**src/rtl/sdram_cmd_responder.sv**
```systemverilog
// sdram_cmd_responder: device-side decoder and protocol checker for the SDRAM command bus.
// Latches the mode register, tracks per-bank open/idle state and the tRP/tMRD/tRCD
// spacing, and reports violations as single-cycle pulses plus a sticky accumulator.
module sdram_cmd_responder #(
    parameter int unsigned T_RP  = 2,  // all timing parameters must be >= 1
    parameter int unsigned T_MRD = 2,
    parameter int unsigned T_RCD = 2
) (
    input  logic        i_sys_clk,
    input  logic        i_sys_rst,
    input  logic [3:0]  i_sdram_cmd,
    input  logic [1:0]  i_sdram_ba,
    input  logic [11:0] i_sdram_addr,
    input  logic        i_err_clr,
    output logic [11:0] o_mode_reg,
    output logic        o_mode_valid,
    output logic [3:0]  o_burst_len,
    output logic [1:0]  o_cas_lat,
    output logic [3:0]  o_bank_open,
    output logic        o_rd_pulse,
    output logic        o_wr_pulse,
    output logic [4:0]  o_err_pulse,
    output logic [4:0]  o_err_sticky
);

    localparam int unsigned CW = 8;

    // A timer loaded with T-1 at edge t reads zero (expired) from edge t+T onwards.
    localparam logic [CW-1:0] RpLoad  = CW'(T_RP - 1);
    localparam logic [CW-1:0] MrdLoad = CW'(T_MRD - 1);
    localparam logic [CW-1:0] RcdLoad = CW'(T_RCD - 1);

    // {ras_n,cas_n,we_n} with cs_n low
    localparam logic [2:0] CmdLmr = 3'b000;
    localparam logic [2:0] CmdRef = 3'b001;
    localparam logic [2:0] CmdPre = 3'b010;
    localparam logic [2:0] CmdAct = 3'b011;
    localparam logic [2:0] CmdWr  = 3'b100;
    localparam logic [2:0] CmdRd  = 3'b101;
    localparam logic [2:0] CmdNop = 3'b111;

    // Error bit positions
    localparam int unsigned ErrTrp     = 0;
    localparam int unsigned ErrTmrd    = 1;
    localparam int unsigned ErrTrcd    = 2;
    localparam int unsigned ErrIllegal = 3;
    localparam int unsigned ErrNomode  = 4;

    typedef enum logic [1:0] {
        ModeUnset,
        ModeMrdWait,
        ModeSet
    } mode_state_e;

    mode_state_e r_mode_state, w_mode_state_d;

    logic [11:0]   r_mode_reg,   w_mode_reg_d;
    logic [3:0]    r_burst_len,  w_burst_len_d;
    logic [1:0]    r_cas_lat,    w_cas_lat_d;
    logic [3:0]    r_bank_open,  w_bank_open_d;
    logic          r_rd_pulse,   w_rd_pulse_d;
    logic          r_wr_pulse,   w_wr_pulse_d;
    logic [4:0]    r_err_pulse,  w_err_d;
    logic [4:0]    r_err_sticky, w_err_sticky_d;
    logic [CW-1:0] r_mrd,        w_mrd_d;
    logic [CW-1:0] r_trp  [4];
    logic [CW-1:0] w_trp_d  [4];
    logic [CW-1:0] r_trcd [4];
    logic [CW-1:0] w_trcd_d [4];

    logic       w_sel;
    logic       w_lmr;
    logic       w_active;
    logic       w_any_trp;
    logic       w_mode_valid;
    logic       w_bl_ok;
    logic       w_cl_ok;
    logic [3:0] w_bl_val;
    logic [1:0] w_cl_val;

    assign w_sel        = ~i_sdram_cmd[3];
    assign w_lmr        = w_sel && (i_sdram_cmd[2:0] == CmdLmr);
    assign w_active     = w_sel && (i_sdram_cmd[2:0] != CmdNop);
    assign w_mode_valid = (r_mode_state != ModeUnset);

    // Decode burst length and CAS latency fields of the mode word on the bus
    always_comb begin
        w_bl_ok  = 1'b1;
        w_bl_val = 4'd0;
        w_cl_ok  = 1'b1;
        w_cl_val = 2'd0;
        case (i_sdram_addr[2:0])
            3'b000:  w_bl_val = 4'd1;
            3'b001:  w_bl_val = 4'd2;
            3'b010:  w_bl_val = 4'd4;
            3'b011:  w_bl_val = 4'd8;
            3'b111:  w_bl_val = 4'd0;  // full page
            default: w_bl_ok  = 1'b0;
        endcase
        case (i_sdram_addr[6:4])
            3'b010:  w_cl_val = 2'd2;
            3'b011:  w_cl_val = 2'd3;
            default: w_cl_ok  = 1'b0;
        endcase
    end

    // Mode FSM next state and tMRD timer
    always_comb begin
        w_mode_state_d = r_mode_state;
        w_mrd_d        = (r_mrd != '0) ? r_mrd - 1'b1 : '0;
        if (w_lmr) begin
            w_mrd_d = MrdLoad;
        end
        case (r_mode_state)
            ModeUnset:   if (w_lmr) w_mode_state_d = ModeMrdWait;
            ModeMrdWait: if (!w_lmr && w_mrd_d == '0) w_mode_state_d = ModeSet;
            ModeSet:     if (w_lmr) w_mode_state_d = ModeMrdWait;
            default:     w_mode_state_d = ModeUnset;
        endcase
    end

    // Command decode: bank state, spacing timers, pulses and error flags
    always_comb begin
        w_mode_reg_d  = r_mode_reg;
        w_burst_len_d = r_burst_len;
        w_cas_lat_d   = r_cas_lat;
        w_bank_open_d = r_bank_open;
        w_rd_pulse_d  = 1'b0;
        w_wr_pulse_d  = 1'b0;
        w_err_d       = '0;
        w_any_trp     = 1'b0;
        for (int b = 0; b < 4; b++) begin
            w_trp_d[b]  = (r_trp[b]  != '0) ? r_trp[b]  - 1'b1 : '0;
            w_trcd_d[b] = (r_trcd[b] != '0) ? r_trcd[b] - 1'b1 : '0;
            w_any_trp   = w_any_trp | (r_trp[b] != '0);
        end

        w_err_d[ErrTmrd] = w_active && (r_mrd != '0);

        if (w_sel) begin
            case (i_sdram_cmd[2:0])
                CmdLmr: begin
                    w_err_d[ErrTrp]     = w_any_trp;
                    w_err_d[ErrIllegal] = (|r_bank_open) | ~w_bl_ok | ~w_cl_ok;
                    w_mode_reg_d        = i_sdram_addr;
                    // A reserved code in either field leaves both decodes untouched
                    if (w_bl_ok && w_cl_ok) begin
                        w_burst_len_d = w_bl_val;
                        w_cas_lat_d   = w_cl_val;
                    end
                end
                CmdRef: begin
                    w_err_d[ErrTrp]     = w_any_trp;
                    w_err_d[ErrIllegal] = |r_bank_open;
                    w_err_d[ErrNomode]  = ~w_mode_valid;
                end
                CmdPre: begin
                    if (i_sdram_addr[10]) begin
                        w_bank_open_d = '0;
                        for (int b = 0; b < 4; b++) begin
                            w_trp_d[b] = RpLoad;
                        end
                    end else begin
                        w_bank_open_d[i_sdram_ba] = 1'b0;
                        w_trp_d[i_sdram_ba]       = RpLoad;
                    end
                end
                CmdAct: begin
                    w_err_d[ErrTrp]           = (r_trp[i_sdram_ba] != '0);
                    w_err_d[ErrIllegal]       = r_bank_open[i_sdram_ba];
                    w_err_d[ErrNomode]        = ~w_mode_valid;
                    w_bank_open_d[i_sdram_ba] = 1'b1;
                    w_trcd_d[i_sdram_ba]      = RcdLoad;
                end
                CmdWr, CmdRd: begin
                    w_err_d[ErrTrcd]    = (r_trcd[i_sdram_ba] != '0);
                    w_err_d[ErrIllegal] = ~r_bank_open[i_sdram_ba];
                    w_err_d[ErrNomode]  = ~w_mode_valid;
                    w_rd_pulse_d        = i_sdram_cmd[0];
                    w_wr_pulse_d        = ~i_sdram_cmd[0];
                end
                default: ;  // BST and NOP leave bank and mode state alone
            endcase
        end

        // Clear and a fresh error on the same edge keep only the fresh bits
        w_err_sticky_d = i_err_clr ? w_err_d : (r_err_sticky | w_err_d);
    end

    // State and output registers with synchronous reset
    always_ff @(posedge i_sys_clk) begin
        if (i_sys_rst) begin
            r_mode_state <= ModeUnset;
            r_mode_reg   <= '0;
            r_burst_len  <= '0;
            r_cas_lat    <= '0;
            r_bank_open  <= '0;
            r_rd_pulse   <= 1'b0;
            r_wr_pulse   <= 1'b0;
            r_err_pulse  <= '0;
            r_err_sticky <= '0;
            r_mrd        <= '0;
            for (int b = 0; b < 4; b++) begin
                r_trp[b]  <= '0;
                r_trcd[b] <= '0;
            end
        end else begin
            r_mode_state <= w_mode_state_d;
            r_mode_reg   <= w_mode_reg_d;
            r_burst_len  <= w_burst_len_d;
            r_cas_lat    <= w_cas_lat_d;
            r_bank_open  <= w_bank_open_d;
            r_rd_pulse   <= w_rd_pulse_d;
            r_wr_pulse   <= w_wr_pulse_d;
            r_err_pulse  <= w_err_d;
            r_err_sticky <= w_err_sticky_d;
            r_mrd        <= w_mrd_d;
            for (int b = 0; b < 4; b++) begin
                r_trp[b]  <= w_trp_d[b];
                r_trcd[b] <= w_trcd_d[b];
            end
        end
    end

    assign o_mode_reg   = r_mode_reg;
    assign o_mode_valid = w_mode_valid;
    assign o_burst_len  = r_burst_len;
    assign o_cas_lat    = r_cas_lat;
    assign o_bank_open  = r_bank_open;
    assign o_rd_pulse   = r_rd_pulse;
    assign o_wr_pulse   = r_wr_pulse;
    assign o_err_pulse  = r_err_pulse;
    assign o_err_sticky = r_err_sticky;

endmodule

```
**config.mk**
```make
export PLATFORM = sky130hd
export DESIGN_NAME = sdram_cmd_responder
export DESIGN_NICKNAME = d
export VERILOG_FILES = /design/src/rtl/sdram_cmd_responder.sv
export SDC_FILE = /design/constraint.sdc
export NUM_CORES = 1
export LEC_CHECK = 0
export ABC_AREA = 1
export CAP_MARGIN = 10
export CORE_UTILIZATION = 50
export CTS_BUF_LIST = sky130_fd_sc_hd__clkbuf_8 sky130_fd_sc_hd__clkbuf_16
export DETAILED_ROUTE_END_ITERATION = 10
export PLACE_DENSITY = 0.78
export SLEW_MARGIN = 20
export SYNTH_ARGS = -nofsm -noshare
export SYNTH_HDL_FRONTEND = slang
export SYNTH_SLANG_ARGS = --single-unit
```
**constraint.sdc**
```tcl
create_clock -name i_sys_clk -period 1.24 [get_ports i_sys_clk]
set_input_delay 0.31 -clock i_sys_clk [delete_from_list [all_inputs] [get_ports i_sys_clk]]
set_output_delay 0.31 -clock i_sys_clk [all_outputs]
set_load 0.02 [all_outputs]
```
# Word-level counts from Yosys, hierarchy flattened
# Memory sizes are Yosys's and may differ from the RTL's.
# Index checks and enable logic that the tools add are counted.
# totals
word_cells	156
memories	2
ramBits	64
ff_bits	44
inputBits	21
# classes
n_addsub	9
magnitude_cmp	4
eq_ne	16
bitwise_logic	30
muxes	48
reduce_logical	37
# mem_list
memory	words	width	rd	rd_ports_with_merged_regs	write_ports	line_no	source
r_trcd	4	8	5	0	4	68	logic [CW-1:0] r_trcd [4];
r_trp	4	8	5	0	4	66	logic [CW-1:0] r_trp [4];
# ops
op	n
32-bit 2-to-1 mux	5
8-bit 2-to-1 mux	19
8-bit nonzero test	11
8-bit by 1-bit subtractor with 8-bit output (second input constant)	9
28-bit AND	2
28-bit NOT	1
3-bit by 2-bit == test with 1-bit output (second input constant)	6
8-bit demux with 2-bit select	1
4-bit case mux with 4 select lines	1
1-bit OR	13
4-bit OR	3
1-bit 2-to-1 mux	10
3-bit == test (second input constant)	3
8-bit logical NOT	1
2-bit case mux with 2 select lines	2
4-bit case mux with 2 select lines	1
2-bit OR reduction	4
4-bit OR reduction	2
1-bit logical AND	7
1-bit NOT	7
3-bit by 1-bit == test with 1-bit output (second input constant)	2
3-bit logical NOT	2
2-bit AND reduction	3
5-bit 2-to-1 mux	1
other kinds (26)	28

# Logic depth before layout (Yosys ltp)
# Gate-level depths: netlist of the first run.
# logic_depth
word_depth	11
ltp_mapped	12
depth_no_buf	12

# Worst setup path after synthesis of the first run
# OpenSTA, ideal clock, no wires.
# synth_timing
path_type	flip-flop to flip-flop
start	reg r_mrd[0]
end	reg r_mode_state[0]
synth_period_minus_slack_ns	1.358
t_required_ns	1.174
t_arrival_ns	1.292
path_stages_with_launch	11
path_slack_ns	-0.118
path_cell_list	dfxtp_1 -> inv_1 -> ha_1 -> nand2_1 -> nor2_4 -> or2_2 -> nand3_1 -> nor2_2 -> nand2_1 -> nand2_1 -> a21oi_2
# synth_via
elab_chain_len	7
word_cells_on_any_way	8
# synth_rtl
element	line_no	source
start: declaration	65	logic [CW-1:0] r_mrd, w_mrd_d;
start signal: assignment	217	r_mrd <= w_mrd_d;
8-bit by 1-bit subtractor with 8-bit output or 8-bit nonzero test (tied branches)	110	w_mrd_d = (r_mrd != '0) ? r_mrd - 1'b1 : '0;
8-bit 2-to-1 mux (*)	110	
8-bit 2-to-1 mux (*)	111	if (w_lmr) begin
8-bit logical NOT (*)	116	ModeMrdWait: if (!w_lmr && w_mrd_d == '0) w_mode_state_d = ModeSet;
1-bit logical AND (*)	116	
2-bit inequality test (no source line) (*)	n/a	
2-bit AND reduction (no source line) (*)	n/a	
end signal: assignment	193	r_mode_state <= ModeUnset;
end signal: assignment	208	r_mode_state <= w_mode_state_d;
end: declaration	55	mode_state_e r_mode_state, w_mode_state_d;
# Mark *: on every way between the ends. The rest lies on a longest branch, timed or not.
# A chain may end at the register's enable or synchronous reset.

==> results of run 1 <==
[routing by layer]
layer | up-vias | part of all wire (%) | wire [µm]
met5 | - | 0 | 0
met4 | 0 | 4.5 | 661
met3 | 64 | 4.9 | 720
met2 | 189 | 53 | 7770
met1 | 2312 | 38 | 5530
li1 | 2313 | - | -
[kinds of logic (layout without fill, tap and decap cells)]
| group | count (synthesis) | after routing | synth area share (%) |
|---|---|---|---|
| buffers and inverters | 67 | 264 | 5.74 |
| adder cells (fa/ha/maj) | 18 | 18 | 4.76 |
| XOR/XNOR | 43 | 43 | 7.96 |
| flip-flops | 108 | 108 | 45.7 |
| AO/OA/AOI/OAI | 69 | 69 | 8.22 |
| other | 0 | 1 | 0 |
| AND/OR/NAND/NOR | 297 | 297 | 27.6 |
[layout make-up]
cell class	instances	area, µm²
multi-input combinational	427	2880
sequential	108	2190
fill	541	2060
timing repair buffer	191	1490
inverter	57	234
tap	111	139
clock buffer	9	124
clock inverter	7	70.1
antenna	1	2.50
[what timing repair did]
action | in CTS | in global routing
endpoints found under the setup margin | 132 | 93
buffers inserted | 11 | 14
pin swaps | 21 | 38
resized for setup | 211 | 134
[worst paths after layout]
| path | startpoint | depth (start not counted) | end |
|---|---|---|---|
| hold reg to reg | o_err_sticky[3] | 2 | o_err_sticky[3] |
| setup / recovery | r_trp[0][6] | 10 | o_err_sticky[0] |
| hold / removal | i_sdram_cmd[0] | 3 | o_wr_pulse |
| setup reg to reg | r_trp[0][6] | 10 | o_err_sticky[0] |
[cells in the final DEF, fill, tap and decap left out, types with 3 or more instances in the layout]
master / count
buf_6: 9
a21oi_1: 26
buf_12: 3
inv_2: 20
buf_2: 24
nor3_2: 5
nand4_1: 6
dfxtp_1: 84
nand3_4: 11
o31ai_1: 3
inv_1: 32
ha_2: 3
clkbuf_8: 9
o31ai_2: 3
xor2_1: 22
xnor2_1: 20
dlygate4sd2_1: 7
nand2_2: 12
inv_4: 6
clkdlybuf4s50_1: 10
nand3_2: 8
buf_4: 135
o21ai_4: 4
ha_4: 4
o21ai_0: 19
nor2_4: 14
a21oi_2: 5
ha_1: 11
clkinv_4: 3
nor2_1: 108
nand2_4: 4
o21ai_1: 5
nand3_1: 20
nor3_1: 3
nand2_1: 69
dfxtp_2: 23
nor3_4: 6
nor2_2: 20
[per-stage QoR]
step	hold WS, ns	util, %	instances	total power (µW)	setup WS, ns
2_1_floorplan	0.435	-	602	9500	-0.0270
6_report	0.325	77.6	911	16700	-0.258
4_1_cts	0.404	71.3	897	14800	-0.175
3_5_place_dp	0.442	68.4	870	12200	-0.647
5_1_grt	0.338	77.5	910	17700	-0.363
3_3_place_gp	0.442	68.4	870	11800	-0.583
[where the power goes]
group	internal [µW]	total (µW)	switching [µW]
logic	4470	9440	4970
clock network	927	2160	1230
registers	4400	5090	689
[critical path, stage by stage (launching register included)]
cell and delay, ns:
dfxtp_1 0.37, nor2_1 0.12, nand2_1 0.11, nor2_2 0.13, nor2_1 0.10, nor2_1 0.13, nand3_1 0.14, nand2_1 0.12
nand2_1 0.07, nand2_2 0.08, nand2_1 0.05
==> flow_summary.toml, run 1 <==
[status]
status = "finished with violations"
violations = "negative setup slack"

[synth]
synth_commonest_cells = "nor2_1, dfxtp_1, nand2_1, inv_1, nand3_1"
synth.avg_cell_area_um2 = 7.86
ys_warn_count = 0
synth_top_area_share_pct = 45.7
synth_top_cell_by_area = "dfxtp_1"
synth_ff_type = "dfxtp_1"
synth_area_mm2 = 0.00473
synth.net_count = 641
ys_types = 38
async_flop_share_pct = 0
syn_inst = 602
synth_edf_count = 0
yosysMostFrequentCell = "nor2_1"
synth_seq_cells = 108
synth_area_leaders = "dfxtp_1, nor2_1, nand2_1"
ys_seq_area_share_pct = 45.7

[clocking]
clock_sinks = 108
h-tree-depth = 3
tritoncts = "built"
root_buffer = "clkbuf_8"
cts_buffer_depth = 2
holdBufCountCts = 0
insertion_delay_ns = 0.38
cts_buffers = 9
clk_pin_slew_ns = 0.10

[timing]
slew-limit-headroom_pct = 78.3
fin_crit_sh_pct = 121
fin_crit_ns = 1.50
tightest_slew_ns = 0.323
rsz0062_at_grt = "true"
setup_tns_ns = -2.09
max_freq_mhz = 668
setup_viol = 26
slew_viol_final = 0
setup_ws_ns = -0.258
hold_violations = 0
skew_ns = 0.00747

[drt]
first_pass_iters = 5
dr_total_vias = 4878
drt_iter0_markers = 238
wl_um = 14700
ant_nets = 0
drc = 0
wire_per_inst_um = 16.1
viasPerCell = 5.35

[cells_and_area]
drive_above_1_share_pct = 43.1
layout.nets = 833
final_area_mm2 = 0.00713
area_growth_pct = 50.7

[floorplan]
die_w_um = 99.3
io_pins = 56
coreArea_mm2 = 0.00920
start_util_pct = 51.5
row_count = 35
die_h_um = 99.3
die-area_mm2 = 0.00986

[job]
maxCapViolCount = 0

[global_route]
grt-ovfl-total = 0
grt_max_degree = 19
globalRouteMet3Util_pct = 5.34
use_met2_pct = 49.0
grt_busiest_layer = "met2"
first_global_vias = 4694
grt_usage_pct = 26.7
met1_usage_pct = 29.4
antenna_found_initial = 0
grt_pass1_wl_um = 20800

[place]
placed_cell_area_mm2 = 0.00629
portBuffers = 55
gp_congestion = 0.802
dp_hpwl_um = 8870

[pwr]
irDropWorstVdd_mv = 1.58
powerDensity_mw_per_mm2 = 2340
leakagePower_uw = 0.00335

[worst_setup_path]
critPathArrivalTime_ns = 1.79
setup.worst_path.class = "reg -> reg"
cp.required_ns = 1.53
rrSetupSlack_ns = -0.26
start_kind = "flip-flop"
endpoint_kind = "flip-flop"
critPathMaxFanout = 3

[worst_hold_path]
worstHoldPathType = "in -> reg"
Note: power is estimated with default switching activity, not from simulation.
==> run 2, diff against run 1 <==
--- a/config.mk
+++ b/config.mk
@@ -5,7 +5,6 @@
 export SDC_FILE = /design/constraint.sdc
 export NUM_CORES = 1
 export LEC_CHECK = 0
-export ABC_AREA = 1
 export CAP_MARGIN = 10
 export CORE_UTILIZATION = 50
 export CTS_BUF_LIST = sky130_fd_sc_hd__clkbuf_8 sky130_fd_sc_hd__clkbuf_16
==> flow_summary.toml, run 2 <==
[clocking]
clock_sinks = 108
tritoncts = "built"
cts_buffer_depth = 2
clk_pin_slew_ns = 0.12
root_buffer = "clkbuf_8"
h-tree-depth = 3
holdBufCountCts = 0
insertion_delay_ns = 0.38
cts_buffers = 9

[floorplan]
io_pins = 56
die_h_um = 99.6
die-area_mm2 = 0.00992
coreArea_mm2 = 0.00924
start_util_pct = 51.5
die_w_um = 99.6
row_count = 35

[place]
dp_hpwl_um = 8830
gp_congestion = 0.842
portBuffers = 55
dp.cells = 834
pre_cts_slack_ns = -0.902

[timing]
tightest_slew_ns = 0.459
slew-limit-headroom_pct = 69.3
rsz0062_at_grt = "true"
setup_ws_ns = -0.602
max_freq_mhz = 543
skew_ns = 0.0123
slew_viol_final = 0
hold_violations = 0
setup_viol = 76
fin_crit_ns = 1.84
fin_crit_sh_pct = 149

[cells_and_area]
area_growth_pct = 52.4
diodes = 0
fill_cells = 563
fin_cells = 861
drive_above_1_share_pct = 48.2
layout_commonest_cell = "buf_4"
final_cell_mix = "buf_4, nor2_1, dfxtp_1"
layout.nets = 766
final_core_util_pct = 78.5

[synth]
synth_top_area_share_pct = 45.4
async_flop_share_pct = 0
synth_seq_cells = 108
synth.avg_cell_area_um2 = 8.75
ys_types = 57
synth_ff_type = "dfxtp_1"
syn_inst = 544
synth_area_leaders = "dfxtp_1, nor2_1, xnor2_1"
synth_edf_count = 0
ys_warn_count = 0
synth_top_cell_by_area = "dfxtp_1"
ys_seq_area_share_pct = 45.4
yosysMostFrequentCell = "nor2_1"
synth_commonest_cells = "nor2_1, dfxtp_1, nand2_1, xnor2_1, a21oi_1"
synth.net_count = 583
synth_area_mm2 = 0.00476

[global_route]
first_global_vias = 4719
grt_usage_pct = 27.3
grt_pass1_wl_um = 21400
antenna_found_initial = 0
grt-ovfl-total = 0
grt_max_degree = 24

[worst_setup_path]
critPathMaxStageDelay_ns = 0.50
rrSetupSlack_ns = -0.60
critPathArrivalTime_ns = 2.15
setup.worst_path.class = "reg -> reg"
critPathMaxFanout = 3
start_kind = "flip-flop"
crit_path_top_delay_cell = "or4_4"
crit_chain = "inv_2, ha_4, xnor2_4, nand3b_1, or4_4, a2111o_1, a31oi_1"
crit-reg2reg-launch = "r_mrd[0]"
critPathLaunch = "r_mrd[0]"
cp.required_ns = 1.54
endpoint_kind = "flip-flop"

[drt]
viasPerCell = 5.31
first_pass_iters = 5
drc = 0
drt_iter0_markers = 194
wl_um = 14000
ant_nets = 0
wire_per_inst_um = 16.3
dr_total_vias = 4574

[pwr]
powerDensity_mw_per_mm2 = 2390
leakagePower_uw = 0.00311
irDropWorstVdd_mv = 1.45

[status]
status = "finished with violations"
violations = "negative setup slack"

[worst_hold_path]
worstHoldPathType = "in -> reg"
worstHoldStart = "i_sdram_cmd[1]"

[job]
maxCapViolCount = 0
## run 2: cell count changes in the layout (fill, tap and decap cells not counted), sizes merged, moves of 5 or more
cell,before,now
dlygate4sd2,7,1
inv,58,28
nand2,85,46
nand2b,0,5
nand3,39,7
nand3b,1,8
nor2,142,111
nor3,14,24
nor4,2,11
o21ai,29,13
or4,0,8
xnor2,20,32
xor2,23,17
## run 2: cell families (layout without fill, tap and decap cells)
family / Yosys count / after routing / synth area share (%)
and+or+nand+nor: 253 / 254 / 26.6
DFF: 108 / 108 / 45.4
AOI/OAI and AO/OA: 69 / 69 / 9.04
xor gates and xnor gates: 49 / 49 / 9.01
buffers and inverters: 42 / 229 / 3.78
adders and majority gates: 18 / 18 / 4.73
muxes: 5 / 5 / 1.42
## run 2: final cells by class
type / count / area (µm²) / share of cell area (%)
multi-input combinational: 395 / 3080 / 42.4
timing repair buffer: 188 / 1500 / 20.6
tap: 129 / 161 / 2.22
sequential: 108 / 2210 / 30.4
clock buffer: 9 / 124 / 1.71
clock inverter: 7 / 92.6 / 1.28
inverter: 25 / 97.6 / 1.34
## run 2: per-layer routing
layer	wire length (µm)	GRT usage (%)	vias to the layer above
li1	-	-	2204
met1	5360	30.3	2182
met2	7610	50.2	152
met3	704	4.92	36
met4	368	12.9	0
met5	0	0	-
## run 2: critical path, delay by kind of cell, from the launching register on
family / cells / cell delay (ns)
AND/OR/NAND/NOR: 2 / 0.60
flip-flops: 1 / 0.35
AO/OA/AOI/OAI: 2 / 0.44
buffers and inverters: 1 / 0.06
XOR/XNOR: 1 / 0.14
adder cells (fa/ha/maj): 1 / 0.17
## run 2: path summary, 6_finish.rpt
check | endpoint | cells after the start
max reg2reg | r_mode_state[1] | 7
min | o_err_pulse[1] | 2
min reg2reg | o_mode_reg[7] | 2
max | r_mode_state[1] | 7
## run 2: where the power goes
group | switching (µW) | internal [µW] | leakage, µW
Sequential | 737 | 4420 | 0.000900
Clock | 1360 | 992 | 0.000109
Combinational | 4670 | 5190 | 0.00210
## run 2: repair_timing
| item | in CTS | in global routing |
|---|---|---|
| cloned | 1 | 0 |
| setup endpoints to repair | 143 | 106 |
| setup buffers | 9 | 4 |
| resized for setup | 260 | 81 |
| pin swaps | 43 | 29 |
| hold endpoints to repair | 0 | 0 |
## run 2: through the flow
step | cell area [µm²] | TNS (ns) | hold slack [ns] | power [µW]
5_1_grt | 7260 | -21.88 | 0.225 | 18500
4_1_cts | 6970 | -14.65 | 0.214 | 16300
6_report | 7260 | -17.40 | 0.213 | 17400
2_1_floorplan | 5000 | -16.26 | 0.418 | 9860
3_3_place_gp | 6530 | -78.99 | 0.433 | 12500
3_5_place_dp | 6530 | -84.73 | 0.440 | 12900
==> variant 1 (flow settings as in run 2) <==
The localparam `CW` goes from 8 to 9.
--- a/src/rtl/sdram_cmd_responder.sv
+++ b/src/rtl/sdram_cmd_responder.sv
@@ -25,3 +25,3 @@
 
-    localparam int unsigned CW = 8;
+    localparam int unsigned CW = 9;
 
Formal check against the unedited RTL: same outputs for any inputs over 4 cycles, from zero or initial values and one cycle with i_sys_rst high; that may be too few to reach the edited logic, so the function may still have changed.
==> variant 1 against run 2 <==
Largest power group unchanged; the flow still finishes with violations (negative setup slack); worst hold slack lost 0.012 ns; power up 33%; final cell count grew 14%; highest routed layer unchanged; wire length is 55% higher; final area is 22% higher; area after synthesis is 6.2% higher; critical endpoint is now r_trcd[2][1]; setup slack worse by 0.16 ns; sequential cell count grew 9.
==> variant 1: results <==
{
  "yosys-top-cells-count": "dfxtp_1, nor2_1, nand2_1, a21oi_1, xnor2_1",
  "grt_first_pass_wirelength_um": 27880,
  "met1_length_um": 7485,
  "outcome": "complete, but fails checks",
  "setup_viol": 128,
  "io_buffers": 55,
  "synth_top_area_cell": "dfxtp_1",
  "syn_nets": 604,
  "first_pass_iters": 6,
  "ir_worst_vdd_mv": 1.872,
  "finalWorstSetupSlack_ns": -0.7665,
  "nets": 868,
  "place_ws_ns": -0.9135,
  "drive_above_1_share_pct": 57.14,
  "grt_use_met2_pct": 65.49,
  "power_leakage_nw": 3.752,
  "yosys_warnings": 0,
  "gp_congestion": 0.9018,
  "dpl.hpwl_um": 10230,
  "cpLargestDelayFamily": "simple AND/OR/NAND/NOR gates",
  "worstPathMaxFanout": 7,
  "grtUsageMet3_pct": 10.03,
  "violations": "negative setup slack",
  "crit_path_max_incr_delay_ns": 0.46,
  "internal_power_mw": 14.55,
  "grt_max_degree": 19,
  "dp_cells": 902,
  "maxSlewHeadroom_pct": 54.83,
  "pwr-share-comb_pct": 54.4,
  "powerDensity_nw_per_um2": 2606,
  "first_iter_violations": 507,
  "wl_um": 21730,
  "avgViaCountPerCell": 6.093,
  "clkTransAtPathRegs_ns": 0.06,
  "cts_buffers": 17,
  "worstHoldPathType": "input pin to flip-flop",
  "wl_met3_um": 1690,
  "seqPwrFrac_pct": 23.3,
  "synthTopCellsByArea": "dfxtp_1, nor2_1, xnor2_1, a21oi_1, nand2_1",
  "tns_ns": -44.04,
  "grtUsageMet1_pct": 33.43,
  "ys_seq_area_share_pct": 46.31,
  "critPathSlowestCell": "or4b_4",
  "clk_latency_ns": 0.53,
  "vias": 5977,
  "synthDistinctLibCells": 53,
  "track_usage_pct": 35.51,
  "syn_inst": 571,
  "worstPathArrival_ns": 2.41,
  "finClkSkew_ns": 0.01137,
  "wl_met2_um": 10880,
  "grt_antenna_before_repair": 1,
  "h-tree-depth": 4,
  "dpl_cell_area_um2": 7243
}
-- variant 1: changes by cell type in the layout (fill, tap and decap cells not counted), sizes merged, moves of 7 or more --
cell	change
a21oi	+18
or4	+13
nor4	+11
clkbuf	+10
nor2	-21
nand3b	-7
buf	+75
o31ai	+7
dfxtp	+9
nor3	-16
nand2	+10
xor2	-10
-- variant 1: cell type report --
type                            instances  area (µm²)
Antenna cell                            1       2.502
Clock buffer                           20       455.4
Clock inverter                         11       157.7
Fill cell                             366       904.6
Inverter                               23       88.84
Multi-Input combinational cell        413        3339
Sequential cell                       117        2416
Tap cell                              133       166.4
Timing Repair Buffer                  263        2243
-- variant 1: worst min-delay path: stages --
cell and delay, ns:
buf_2 0.20, buf_4 0.15, a21oi_1 0.03
-- variant 1: what timing repair did --
item | 4_1_cts | 5_1_grt
endpoints found under the setup margin | 149 | 132
buffers inserted | 35 | 16
gates cloned | 0 | 0
gates resized for setup | 341 | 75
pin swaps | 53 | 24
-- variant 1: path summary, 6_finish.rpt --
kind,from,end,slack (ns),depth (start not counted)
worst min-delay path,i_sys_rst,r_trcd[3][0],0.20,3
worst max-delay path,r_trcd[2][0],r_trcd[2][1],-0.77,6
worst min register to register,o_mode_reg[8],o_mode_reg[8],0.46,2
worst max register to register,r_trcd[2][0],r_trcd[2][1],-0.77,6
-- variant 1: cell families after synthesis --
family / Yosys count / synth area share, %
multiplexers: 6 / 1.460
buffers and inverters: 41 / 3.439
flip-flops: 117 / 46.31
XOR/XNOR: 41 / 7.101
AND/OR/NAND/NOR: 254 / 25.88
adder cells (fa/ha/maj): 12 / 2.969
AO/OA/AOI/OAI: 100 / 12.84
==> variant 2 (config.mk and constraints of run 2) <==
Without the edit above. Register the inputs `i_sdram_cmd`, `i_sdram_ba`, `i_sdram_addr` and `i_err_clr` before use, with the module's reset. The logic sees them one clock later.
--- a/src/rtl/sdram_cmd_responder.sv
+++ b/src/rtl/sdram_cmd_responder.sv
@@ -54,2 +54,21 @@
 
+    logic [3:0] i_sdram_cmd_q;
+    logic [1:0] i_sdram_ba_q;
+    logic [11:0] i_sdram_addr_q;
+    logic i_err_clr_q;
+
+    always_ff @(posedge i_sys_clk) begin
+        if (i_sys_rst) begin
+            i_sdram_cmd_q  <= '0;
+            i_sdram_ba_q   <= '0;
+            i_sdram_addr_q <= '0;
+            i_err_clr_q    <= '0;
+        end else begin
+            i_sdram_cmd_q  <= i_sdram_cmd;
+            i_sdram_ba_q   <= i_sdram_ba;
+            i_sdram_addr_q <= i_sdram_addr;
+            i_err_clr_q    <= i_err_clr;
+        end
+    end
+
     mode_state_e r_mode_state, w_mode_state_d;
@@ -80,5 +99,5 @@
 
-    assign w_sel        = ~i_sdram_cmd[3];
-    assign w_lmr        = w_sel && (i_sdram_cmd[2:0] == CmdLmr);
-    assign w_active     = w_sel && (i_sdram_cmd[2:0] != CmdNop);
+    assign w_sel        = ~i_sdram_cmd_q[3];
+    assign w_lmr        = w_sel && (i_sdram_cmd_q[2:0] == CmdLmr);
+    assign w_active     = w_sel && (i_sdram_cmd_q[2:0] != CmdNop);
     assign w_mode_valid = (r_mode_state != ModeUnset);
@@ -91,3 +110,3 @@
         w_cl_val = 2'd0;
-        case (i_sdram_addr[2:0])
+        case (i_sdram_addr_q[2:0])
             3'b000:  w_bl_val = 4'd1;
@@ -99,3 +118,3 @@
         endcase
-        case (i_sdram_addr[6:4])
+        case (i_sdram_addr_q[6:4])
             3'b010:  w_cl_val = 2'd2;
@@ -140,3 +159,3 @@
         if (w_sel) begin
-            case (i_sdram_cmd[2:0])
+            case (i_sdram_cmd_q[2:0])
                 CmdLmr: begin
@@ -144,3 +163,3 @@
                     w_err_d[ErrIllegal] = (|r_bank_open) | ~w_bl_ok | ~w_cl_ok;
-                    w_mode_reg_d        = i_sdram_addr;
+                    w_mode_reg_d        = i_sdram_addr_q;
                     // A reserved code in either field leaves both decodes untouched
@@ -157,3 +176,3 @@
                 CmdPre: begin
-                    if (i_sdram_addr[10]) begin
+                    if (i_sdram_addr_q[10]) begin
                         w_bank_open_d = '0;
@@ -163,4 +182,4 @@
                     end else begin
-                        w_bank_open_d[i_sdram_ba] = 1'b0;
-                        w_trp_d[i_sdram_ba]       = RpLoad;
+                        w_bank_open_d[i_sdram_ba_q] = 1'b0;
+                        w_trp_d[i_sdram_ba_q]       = RpLoad;
                     end
@@ -168,14 +187,14 @@
                 CmdAct: begin
-                    w_err_d[ErrTrp]           = (r_trp[i_sdram_ba] != '0);
-                    w_err_d[ErrIllegal]       = r_bank_open[i_sdram_ba];
+                    w_err_d[ErrTrp]           = (r_trp[i_sdram_ba_q] != '0);
+                    w_err_d[ErrIllegal]       = r_bank_open[i_sdram_ba_q];
                     w_err_d[ErrNomode]        = ~w_mode_valid;
-                    w_bank_open_d[i_sdram_ba] = 1'b1;
-                    w_trcd_d[i_sdram_ba]      = RcdLoad;
+                    w_bank_open_d[i_sdram_ba_q] = 1'b1;
+                    w_trcd_d[i_sdram_ba_q]      = RcdLoad;
                 end
                 CmdWr, CmdRd: begin
-                    w_err_d[ErrTrcd]    = (r_trcd[i_sdram_ba] != '0);
-                    w_err_d[ErrIllegal] = ~r_bank_open[i_sdram_ba];
+                    w_err_d[ErrTrcd]    = (r_trcd[i_sdram_ba_q] != '0);
+                    w_err_d[ErrIllegal] = ~r_bank_open[i_sdram_ba_q];
                     w_err_d[ErrNomode]  = ~w_mode_valid;
-                    w_rd_pulse_d        = i_sdram_cmd[0];
-                    w_wr_pulse_d        = ~i_sdram_cmd[0];
+                    w_rd_pulse_d        = i_sdram_cmd_q[0];
+                    w_wr_pulse_d        = ~i_sdram_cmd_q[0];
                 end
@@ -186,3 +205,3 @@
         // Clear and a fresh error on the same edge keep only the fresh bits
-        w_err_sticky_d = i_err_clr ? w_err_d : (r_err_sticky | w_err_d);
+        w_err_sticky_d = i_err_clr_q ? w_err_d : (r_err_sticky | w_err_d);
     end
Function: changed (a bounded check fails within 4 cycles, from zero or initial values and one cycle with i_sys_rst high).
==> variant 2 against run 2 <==
The run still ends with negative setup slack left; sequential power grew 20%; area after synthesis is 9.3% higher; setup slack worse by 0.23 ns; final cell count up 8.8%; clock skew is 0.0037 ns lower; combinational power rose by 23%; wire length is 73% higher; sequential cell count increased by 19; final area is 19% higher; power up 35%; sequential share of layout area fell by 0.23 points; synthesized cell count up 6.4%; die area rose by 9.1%; highest routed layer unchanged.
==> variant 2: results <==
{
  "power_leakage_nw": 3.589,
  "clkTransAtPathRegs_ns": 0.06,
  "avgViaCountPerCell": 6.410,
  "ys_seq_area_share_pct": 48.88,
  "synthTopCellsByArea": "dfxtp_1, nor2_1, xnor2_1, ha_1, a21oi_1",
  "first_iter_violations": 516,
  "grt_pass1_vias": 5669,
  "grt_max_degree": 25,
  "syn_inst": 579,
  "setup_viol": 142,
  "crit_path_max_incr_delay_ns": 0.37,
  "grt_first_pass_wirelength_um": 28230,
  "finalWorstSetupSlack_ns": -0.8318,
  "cts_buffers": 17,
  "dpl.hpwl_um": 9318,
  "gp_congestion": 0.8554,
  "worstPathArrival_ns": 2.50,
  "syn_nets": 618,
  "vias": 6006,
  "clk_latency_ns": 0.56,
  "fill_cells": 345,
  "outcome": "complete, but fails checks",
  "violations": "negative setup slack",
  "dpl_cell_area_um2": 6872,
  "yosys-top-cells-count": "dfxtp_1, nor2_1, nand2_1, a21oi_1, xnor2_1",
  "r2r-start": "r_mrd[1]"
}
variant 2: per-layer routing:
metal  GRT usage (%)  vias up  wire length (µm)
met1           34.11     2841              8226
li1                -     2382                 -
met4           19.59        0              2233
met5               0        -                 0
met2           60.24      573             11380
met3           10.53      210              2393
variant 2: logic make-up (layout without fill, tap and decap cells):
kind of cell	Yosys count	in the layout	synth area share, %
xor gates and xnor gates	48	48	8.083
muxes	3	3	0.8179
DFF	127	127	48.88
AOI/OAI and AO/OA	81	81	9.599
buffers and inverters	43	267	3.440
and+or+nand+nor	259	259	24.85
adders and majority gates	18	18	4.330
other	0	1	0
variant 2: what timing repair did:
action,in CTS,in global routing
gates resized for setup,344,103
pin swaps,73,47
setup endpoints to repair,142,143
buffers inserted,19,17
cloned,1,1
variant 2: report_power, final:
part | internal [mW] | switching (mW) | total [mW]
registers | 5.16 | 1.04 | 6.20
logic | 5.62 | 6.44 | 12.1
clock network | 3.13 | 1.98 | 5.12
total | 13.9 | 9.46 | 23.4
variant 2: how the worst min path moves through the flow:
stage               slack, ns                from             end  depth (start not counted)
finish                   0.27           i_sys_rst        r_mrd[0]                          3
global route             0.30           i_sys_rst     r_trp[0][0]                          3
CTS                      0.24           i_sys_rst        r_mrd[6]                          3
detailed placement       0.43   i_sdram_addr_q[8]   o_mode_reg[8]                          2
global placement         0.42  i_sdram_addr_q[11]  o_mode_reg[11]                          2
floorplan                0.42  i_sdram_addr_q[11]  o_mode_reg[11]                          2
variant 2: cell type report:
class | count | area share [%]
Multi-Input combinational cell | 409 | 38.38
Clock buffer | 19 | 5.113
Timing Repair Buffer | 211 | 21.57
Clock inverter | 12 | 1.666
Sequential cell | 127 | 30.20
Tap cell | 133 | 1.926
Antenna cell | 1 | 0.02897
Inverter | 25 | 1.115
